`src/rtl/br_resolve.sv`:
```
// br_resolve: EX-stage branch resolver comparing queued BTB predictions against resolved outcomes.
// Optional perf counters are enabled by defining BR_PERF_CNT_EN.
module br_resolve #(
    parameter int PQ_DEPTH = 4,
    parameter int PQ_AW    = 2
) (
    input  logic        clk,
    input  logic        resetn,
    input  logic        stall,
    input  logic        id_br_valid,
    input  logic [32:0] id_bp_bus,
    input  logic        ex_br_valid,
    input  logic [31:0] ex_pc,
    input  logic        ex_taken,
    input  logic [31:0] ex_target,
    input  logic        ds_valid,
    output logic        pq_full,
    output logic [32:0] br_bus,
    output logic [31:0] delayslot_pc,
    output logic [31:0] perf_branches,
    output logic [31:0] perf_mispred
);
    typedef enum logic [1:0] {IDLE, WAIT_DS, REDIRECT} state_t;
    state_t state;
    logic pq_e [PQ_DEPTH];
    logic [31:0] pq_tgt [PQ_DEPTH];
    logic [PQ_AW-1:0] wptr, rptr;
    logic [PQ_AW:0] cnt;
    logic [31:0] tgt, dspc, br_target, p_tgt, m_tgt;
    logic br_e, empty, pop, deq, push, p_e, mispred;
    assign empty   = cnt == '0;
    assign pq_full = cnt == (PQ_AW+1)'(PQ_DEPTH);
    assign pop     = ex_br_valid & ~stall & (state == IDLE);
    assign deq     = pop & ~empty;
    // Pushes during the redirect cycle belong to the wrong path and are dropped.
    assign push    = id_br_valid & ~stall & (~pq_full | pop) & (state != REDIRECT);
    assign p_e     = ~empty & pq_e[rptr];
    assign p_tgt   = empty ? 32'b0 : pq_tgt[rptr];
    assign mispred = p_e ? (~ex_taken | (p_tgt != ex_target)) : ex_taken;
    assign m_tgt   = (p_e & ~ex_taken) ? ex_pc + 32'd8 : ex_target;
    assign br_bus  = {br_e, br_target};
    always_ff @(posedge clk) begin
        if (!resetn) begin
            state        <= IDLE;
            wptr         <= '0;
            rptr         <= '0;
            cnt          <= '0;
            tgt          <= '0;
            dspc         <= '0;
            br_e         <= 1'b0;
            br_target    <= '0;
            delayslot_pc <= '0;
        end else begin
            br_e      <= 1'b0;
            br_target <= '0;
            case (state)
                IDLE: if (pop & mispred) begin
                    tgt   <= m_tgt;
                    dspc  <= ex_pc + 32'd4;
                    state <= ds_valid ? REDIRECT : WAIT_DS;
                    if (ds_valid) begin
                        br_e         <= 1'b1;
                        br_target    <= m_tgt;
                        delayslot_pc <= ex_pc + 32'd4;
                    end
                end
                WAIT_DS: if (ds_valid) begin
                    state        <= REDIRECT;
                    br_e         <= 1'b1;
                    br_target    <= tgt;
                    delayslot_pc <= dspc;
                end
                default: state <= IDLE;
            endcase
            if (state == REDIRECT) begin
                wptr <= '0;
                rptr <= '0;
                cnt  <= '0;
            end else begin
                if (push) begin
                    pq_e[wptr]   <= id_bp_bus[32];
                    pq_tgt[wptr] <= id_bp_bus[31:0];
                    wptr         <= wptr + 1'b1;
                end
                if (deq) rptr <= rptr + 1'b1;
                cnt <= cnt + (PQ_AW+1)'(push) - (PQ_AW+1)'(deq);
            end
        end
    end
`ifdef BR_PERF_CNT_EN
    logic [31:0] n_br, n_mp;
    always_ff @(posedge clk) begin
        if (!resetn) begin
            n_br <= '0;
            n_mp <= '0;
        end else begin
            if (pop) n_br <= n_br + 32'd1;
            if (state == REDIRECT) n_mp <= n_mp + 32'd1;
        end
    end
    assign perf_branches = n_br;
    assign perf_mispred  = n_mp;
`else
    assign perf_branches = 32'b0;
    assign perf_mispred  = 32'b0;
`endif
endmodule
```
`config.mk`:
```
export PLATFORM = sky130hd
export DESIGN_NAME = br_resolve
export DESIGN_NICKNAME = d
export VERILOG_FILES = /design/src/rtl/br_resolve.sv
export SDC_FILE = /design/constraint.sdc
export NUM_CORES = 1
export LEC_CHECK = 0
export BUFFER_PORTS_ARGS = -buffer_cell sky130_fd_sc_hd__buf_2
export CORE_UTILIZATION = 25
export DETAILED_ROUTE_END_ITERATION = 12
export PLACE_DENSITY = 0.54
export SLEW_MARGIN = 20
export SYNTH_ARGS = -nofsm -noshare
export SYNTH_HDL_FRONTEND = slang
export SYNTH_SLANG_ARGS = --single-unit
```
`constraint.sdc`:
```
create_clock -name clk -period 2.5 [get_ports clk]
set_input_delay 0.375 -clock clk [delete_from_list [all_inputs] [get_ports clk]]
set_output_delay 0.375 -clock clk [all_outputs]
set_load 0.1 [all_outputs]
```
==> results of run 1 <==
-- path summary, 6_finish.rpt --
kind                                    from           end  cells after the start
worst max register to register      register      dspc[11]                     13
worst min-delay path            id_bp_bus[5]  pq_tgt[1][5]                      1
worst max-delay path                register      dspc[11]                     13
worst min register to register       dspc[1]       dspc[1]                      2
-- per-layer routing --
layer	global-route usage, %	part of all wire (%)
met2	24.7	47
met4	4.17	2.5
met3	3.01	7.2
met1	20.8	43
met5	0	0.063
-- state kept, by name (all words and copies together), names as in the netlist, 3 cells and up, named ones only --
| register | flops |
|---|---|
| dspc | 32 |
| pq_tgt | 128 |
| cnt | 3 |
| tgt | 32 |
| br_target | 32 |
| pq_e | 4 |
| delayslot_pc | 32 |
-- final cells by class --
| type | count | area share (%) |
|---|---|---|
| Antenna cell | 1 | 0.0146 |
| Clock buffer | 36 | 4.58 |
| Clock inverter | 17 | 1.35 |
| Inverter | 29 | 0.637 |
| Multi-Input combinational cell | 798 | 33.8 |
| Sequential cell | 272 | 39.7 |
| Tap cell | 672 | 4.92 |
| Timing Repair Buffer | 312 | 15.1 |
-- metrics by stage --
step	hold slack, ps	TNS (ps)
4_1_cts	0.656	-54590
6_report	19.6	-48990
3_3_place_gp	436	-65700
3_5_place_dp	444	-67190
2_1_floorplan	425	-9660
5_1_grt	5.04	-60040
-- worst max-delay path, cell delays in order (launching register included) --
cell,delay [ps]
dfxtp_4,390
buf_12,120
buf_12,110
mux4_2,530
and3_4,170
o211ai_1,150
o21ai_1,150
and4_4,190
a31oi_4,290
buf_8,220
buf_12,120
buf_16,140
nor2_1,50
a211oi_1,220
-- cell families (layout without fill, tap and decap cells) --
logic type                 after synthesis  count (layout)  synth area share, %
DFF                                    272             272                 52.8
AOI/OAI and AO/OA                      195             195                 10.6
muxes                                  102             102                 10.4
other                                    1              65               0.0293
xor gates and xnor gates                71              71                 4.85
and+or+nand+nor                        355             357                 12.7
adders and majority gates                9               9                0.937
buffers and inverters                  169             394                 7.68
-- repair_timing --
item | in CTS | in global routing
endpoints found under the hold margin | 21 | 0
gates resized for setup | 51 | 67
endpoints found under the setup margin | 131 | 132
hold buffers | 7 | 0
pin swaps | 9 | 19
buffers inserted | 7 | 15
cloned | 12 | 6
-- placed cells by master, fill, tap and decap left out, drive strengths merged, types with 30 or more instances in the layout --
cell,netlist,routed
nand3,39,39
nor2,83,83
buf,93,299
a211oi,33,33
clkbuf,47,42
nand2,152,152
edfxtp,132,132
xnor2,34,34
o21ai,69,69
dfxtp,140,140
xor2,37,37
conb,1,64
mux2i,75,75
o211ai,30,30
-- power breakdown --
group	leakage, nW	internal [W]	switching [W]	total, W
clock network	0.491	0.00274	0.00185	0.00460
registers	2.33	0.00487	0.000122	0.00500
logic	3.83	0.00128	0.00212	0.00340
total	6.65	0.00890	0.00409	0.0130
==> results.json, run 1 <==
{
  "die_h_um": 228,
  "die_w_um": 228,
  "rows": 82,
  "rsz0062_at_grt": "true",
  "hpwl_um": 29200,
  "drtAntennaViolNets": 0,
  "grt_usage_pct": 15.3,
  "hold_viol_final": 0,
  "syn_inst": 1174,
  "ioPinCount": 234,
  "p_leak_nw": 6.65,
  "initial_core_util_pct": 25.4,
  "hold_class": "in2reg",
  "p_total_w": 0.0130,
  "fin_crit_sh_pct": 119,
  "cts_root_buf": "clkbuf_16",
  "p_per_area_nw_per_um2": 760,
  "netlist.area_leader.share_pct": 30.9,
  "dieArea_sq_um": 52200,
  "vdd_drop_max_uv": 534,
  "final_cells": 2137,
  "clk_pin_slew_worst_paths_ps": 60,
  "cts_tree": "built",
  "synth_flop_cell": "dfxtp_1",
  "cts.sinks": 272,
  "multi_input_area_sq_um": 5770,
  "finish.instance_area_sq_um": 17100,
  "portBuffers": 169,
  "yosys.area.top_type": "edfxtp_1",
  "dp.cells": 2040,
  "skew_ps": 15.5,
  "setup_viol": 131,
  "drtPass1Iterations": 5,
  "netlist_area_sq_um": 12800,
  "ys_ff_latch": 272,
  "synth_edf_count": 132,
  "synth_area_leaders": "edfxtp_1 31%, dfxtp_1 22%, mux2i_1 5.9%",
  "antenna_found_initial": 4,
  "ys_seq_area_share_pct": 52.8,
  "min_period_ps": 2970,
  "regArea_sq_um": 6780,
  "reg2reg_slack_ps": -470,
  "vias": 9937,
  "place_ws_ps": -665,
  "crit_path_end_kind": "register",
  "violations": "negative setup slack",
  "synth_common_cells": "152 x nand2_1, 140 x dfxtp_1, 132 x edfxtp_1",
  "tightest_slew_ps": 804,
  "cp.required_ps": 2980,
  "slew_headroom_pct": 46.4,
  "cp-start-kind": "register",
  "clockBufferDepth": 3,
  "worst_slack_ps": -471,
  "place_area_sq_um": 15100,
  "gp_congestion": 0.871,
  "grt_pass1_wl_um": 60300,
  "crit_fanout": 11,
  "timing.fmax_ghz": 0.337,
  "nFillCells": 5068,
  "drc": 0,
  "arrival_ps": 3450,
  "post-route-util_pct": 33.9,
  "cts_buffers": 30,
  "final_nets": 1556,
  "viasPerCell": 4.65,
  "status": "finished, violations left",
  "synth.most_common_cell": "nand2_1",
  "cap_violations": 0,
  "critPathKind": "reg2reg",
  "htreeDepth": 1,
  "avgSynthCellArea_sq_um": 10.9,
  "final_max_slew_viol_count": 0,
  "clock_latency_ps": 580,
  "wl_per_cell_um": 19.3,
  "wirelength_um": 41300,
  "drt-initial-drc-count": 827,
  "yosysWarnings": 0,
  "drive_gt1_share_pct": 32.2,
  "grt_max_degree": 73,
  "gr-total-overflow": 0,
  "ys_async_sr_fraction_pct": 0,
  "grt_pass1_vias": 9517,
  "coreArea_sq_um": 50400,
  "syn2layout_area_growth_pct": 33.4,
  "yosys.cell_types.count": 60
}
Note: power is estimated with default switching activity, not from simulation.
==> run 2: changes to the inputs <==
--- a/config.mk
+++ b/config.mk
@@ -5,7 +5,7 @@
 export SDC_FILE = /design/constraint.sdc
 export NUM_CORES = 1
 export LEC_CHECK = 0
-export BUFFER_PORTS_ARGS = -buffer_cell sky130_fd_sc_hd__buf_2
+export BUFFER_PORTS_ARGS = -buffer_cell sky130_fd_sc_hd__clkbuf_2
 export CORE_UTILIZATION = 25
 export DETAILED_ROUTE_END_ITERATION = 12
 export PLACE_DENSITY = 0.54
==> constraint.sdc (replaced) <==
create_clock -name clk -period 2.5 [get_ports clk]
set_input_delay 0.375 -clock clk [delete_from_list [all_inputs] [get_ports clk]]
set_output_delay 0.375 -clock clk [all_outputs]
set_load 0.01 [all_outputs]
==> results.json, run 2 (synthesized netlist as in run 1, its figures left out) <==
{
  "p_leak_nw": 6.49,
  "hold_viol_final": 0,
  "crit_fanout": 6,
  "clk_pin_slew_worst_paths_ps": 60,
  "nFillCells": 5100,
  "post-route-util_pct": 33.2,
  "rows": 82,
  "slew_headroom_pct": 53.2,
  "setup_tns_ps": -47170,
  "cts_tree": "built",
  "grt_pass1_vias": 9236,
  "antenna_found_initial": 4,
  "hpwl_um": 29500,
  "multi_input_area_sq_um": 5670,
  "violations": "negative setup slack",
  "place_area_sq_um": 15000,
  "cts.sinks": 272,
  "min_period_ps": 2940,
  "die_h_um": 228,
  "coreArea_sq_um": 50400,
  "final_cell_mix": "168 x clkbuf_2, 151 x nand2_1, 137 x dfxtp_1",
  "cts_root_buf": "clkbuf_16",
  "clock_latency_ps": 560,
  "hold_slack_ps": 27.8,
  "setup_viol": 131,
  "wl_per_cell_um": 19.3,
  "rsz0062_at_grt": "true",
  "drc": 0,
  "cp-start-kind": "register",
  "status": "finished, violations left",
  "wirelength_um": 41100,
  "regArea_sq_um": 6770,
  "dieArea_sq_um": 52200,
  "drtPass1Iterations": 5,
  "cts_hold_buf": 0,
  "drt-initial-drc-count": 800,
  "timing.fmax_ghz": 0.340,
  "gr-total-overflow": 0,
  "gp_congestion": 0.876,
  "final_max_slew_viol_count": 0,
  "arrival_ps": 3430,
  "p_per_area_nw_per_um2": 707,
  "vias": 9843,
  "drtAntennaViolNets": 0,
  "viasPerCell": 4.62,
  "largest_reg_flops": 128,
  "cp.required_ps": 2990,
  "fin_crit_sh_pct": 118,
  "critPathKind": "reg2reg",
  "skew_ps": 14.6,
  "initial_core_util_pct": 25.4,
  "cap_violations": 0,
  "crit_path_end_kind": "register",
  "portBuffers": 169,
  "cts_buffers": 29,
  "ioPinCount": 234,
  "hold_class": "in2reg",
  "grt_pass1_wl_um": 58200,
  "final_nets": 1547,
  "tightest_slew_ps": 702,
  "clockBufferDepth": 3,
  "finish.instance_area_sq_um": 16700,
  "syn2layout_area_growth_pct": 30.6,
  "worst_slack_ps": -441,
  "drive_gt1_share_pct": 31.5,
  "die_w_um": 228,
  "grt_max_degree": 82,
  "final_common_cell": "clkbuf_2",
  "vdd_drop_max_uv": 494,
  "grt_usage_pct": 14.8,
  "regMostFlops": "pq_tgt",
  "htreeDepth": 1
}
[run 2: changes by cell type in the layout (fill, tap and decap cells not counted), moves of 5 or more]
cell,previous run,this run
buf_2,168,0
clkbuf_2,0,168
o21ai_0,37,58
o21ai_1,25,6
buf_4,86,94
dlygate4sd3_1,7,0
a211oi_1,2,7
a211oi_2,31,26
nor2_4,21,16
[run 2: final cells by class]
| type | instances | share of cell area [%] |
|---|---|---|
| antenna | 2 | 0.0299 |
| sequential | 272 | 40.5 |
| multi-input combinational | 796 | 33.9 |
| clock inverter | 13 | 0.718 |
| tap | 672 | 5.02 |
| inverter | 29 | 0.651 |
| clock buffer | 40 | 4.82 |
| timing repair buffer | 306 | 14.4 |
[run 2: power by group]
| part | leakage [nW] | total [W] | switching, W | internal [W] |
|---|---|---|---|---|
| clock network | 0.452 | 0.00423 | 0.00178 | 0.00245 |
| logic | 3.71 | 0.00261 | 0.00140 | 0.00120 |
| registers | 2.33 | 0.00499 | 0.000118 | 0.00487 |
| total | 6.49 | 0.0118 | 0.00330 | 0.00853 |
[run 2: through the flow]
step / setup WS, ps / std cells / total power [W]
after detailed placement: -444 / 2047 / 0.00720
after floorplan: -127 / 1237 / 0.00639
after CTS: -458 / 2110 / 0.0115
final: -441 / 2130 / 0.0118
after global placement: -412 / 2047 / 0.00716
after global routing: -520 / 2129 / 0.0124
[run 2: worst paths after layout]
| path | start | endpoint | slack, ps | cells past startpoint |
|---|---|---|---|---|
| max reg2reg | register | delayslot_pc[6] | -440 | 12 |
| min | id_bp_bus[31] | pq_tgt[1][31] | 30 | 1 |
| min reg2reg | tgt[21] | tgt[21] | 450 | 2 |
| max | register | delayslot_pc[6] | -440 | 12 |
[run 2: repair_timing]
item,in CTS,in global routing
setup buffers,7,13
pin swaps,5,33
setup endpoints to repair,132,132
cloned,3,9
resized for setup,19,96
[run 2: worst max-delay path, cell delays in order, from the launching register on]
cell and delay (ps):
dfxtp_4 430, buf_12 150, mux4_2 530, nor4b_2 220
nand2_1 110, a32oi_2 300, and4_4 280, a31oi_4 130
o21ai_4 170, buf_12 150, buf_12 110, buf_16 110
mux2i_1 170
[run 2: layer usage]
layer	wire length, um	up-vias	global-route usage [%]
met5	43	-	0
met4	679	6	3.06
met3	2620	53	3.39
met2	19500	376	24.4
met1	18200	4782	19.8
li1	-	4626	-
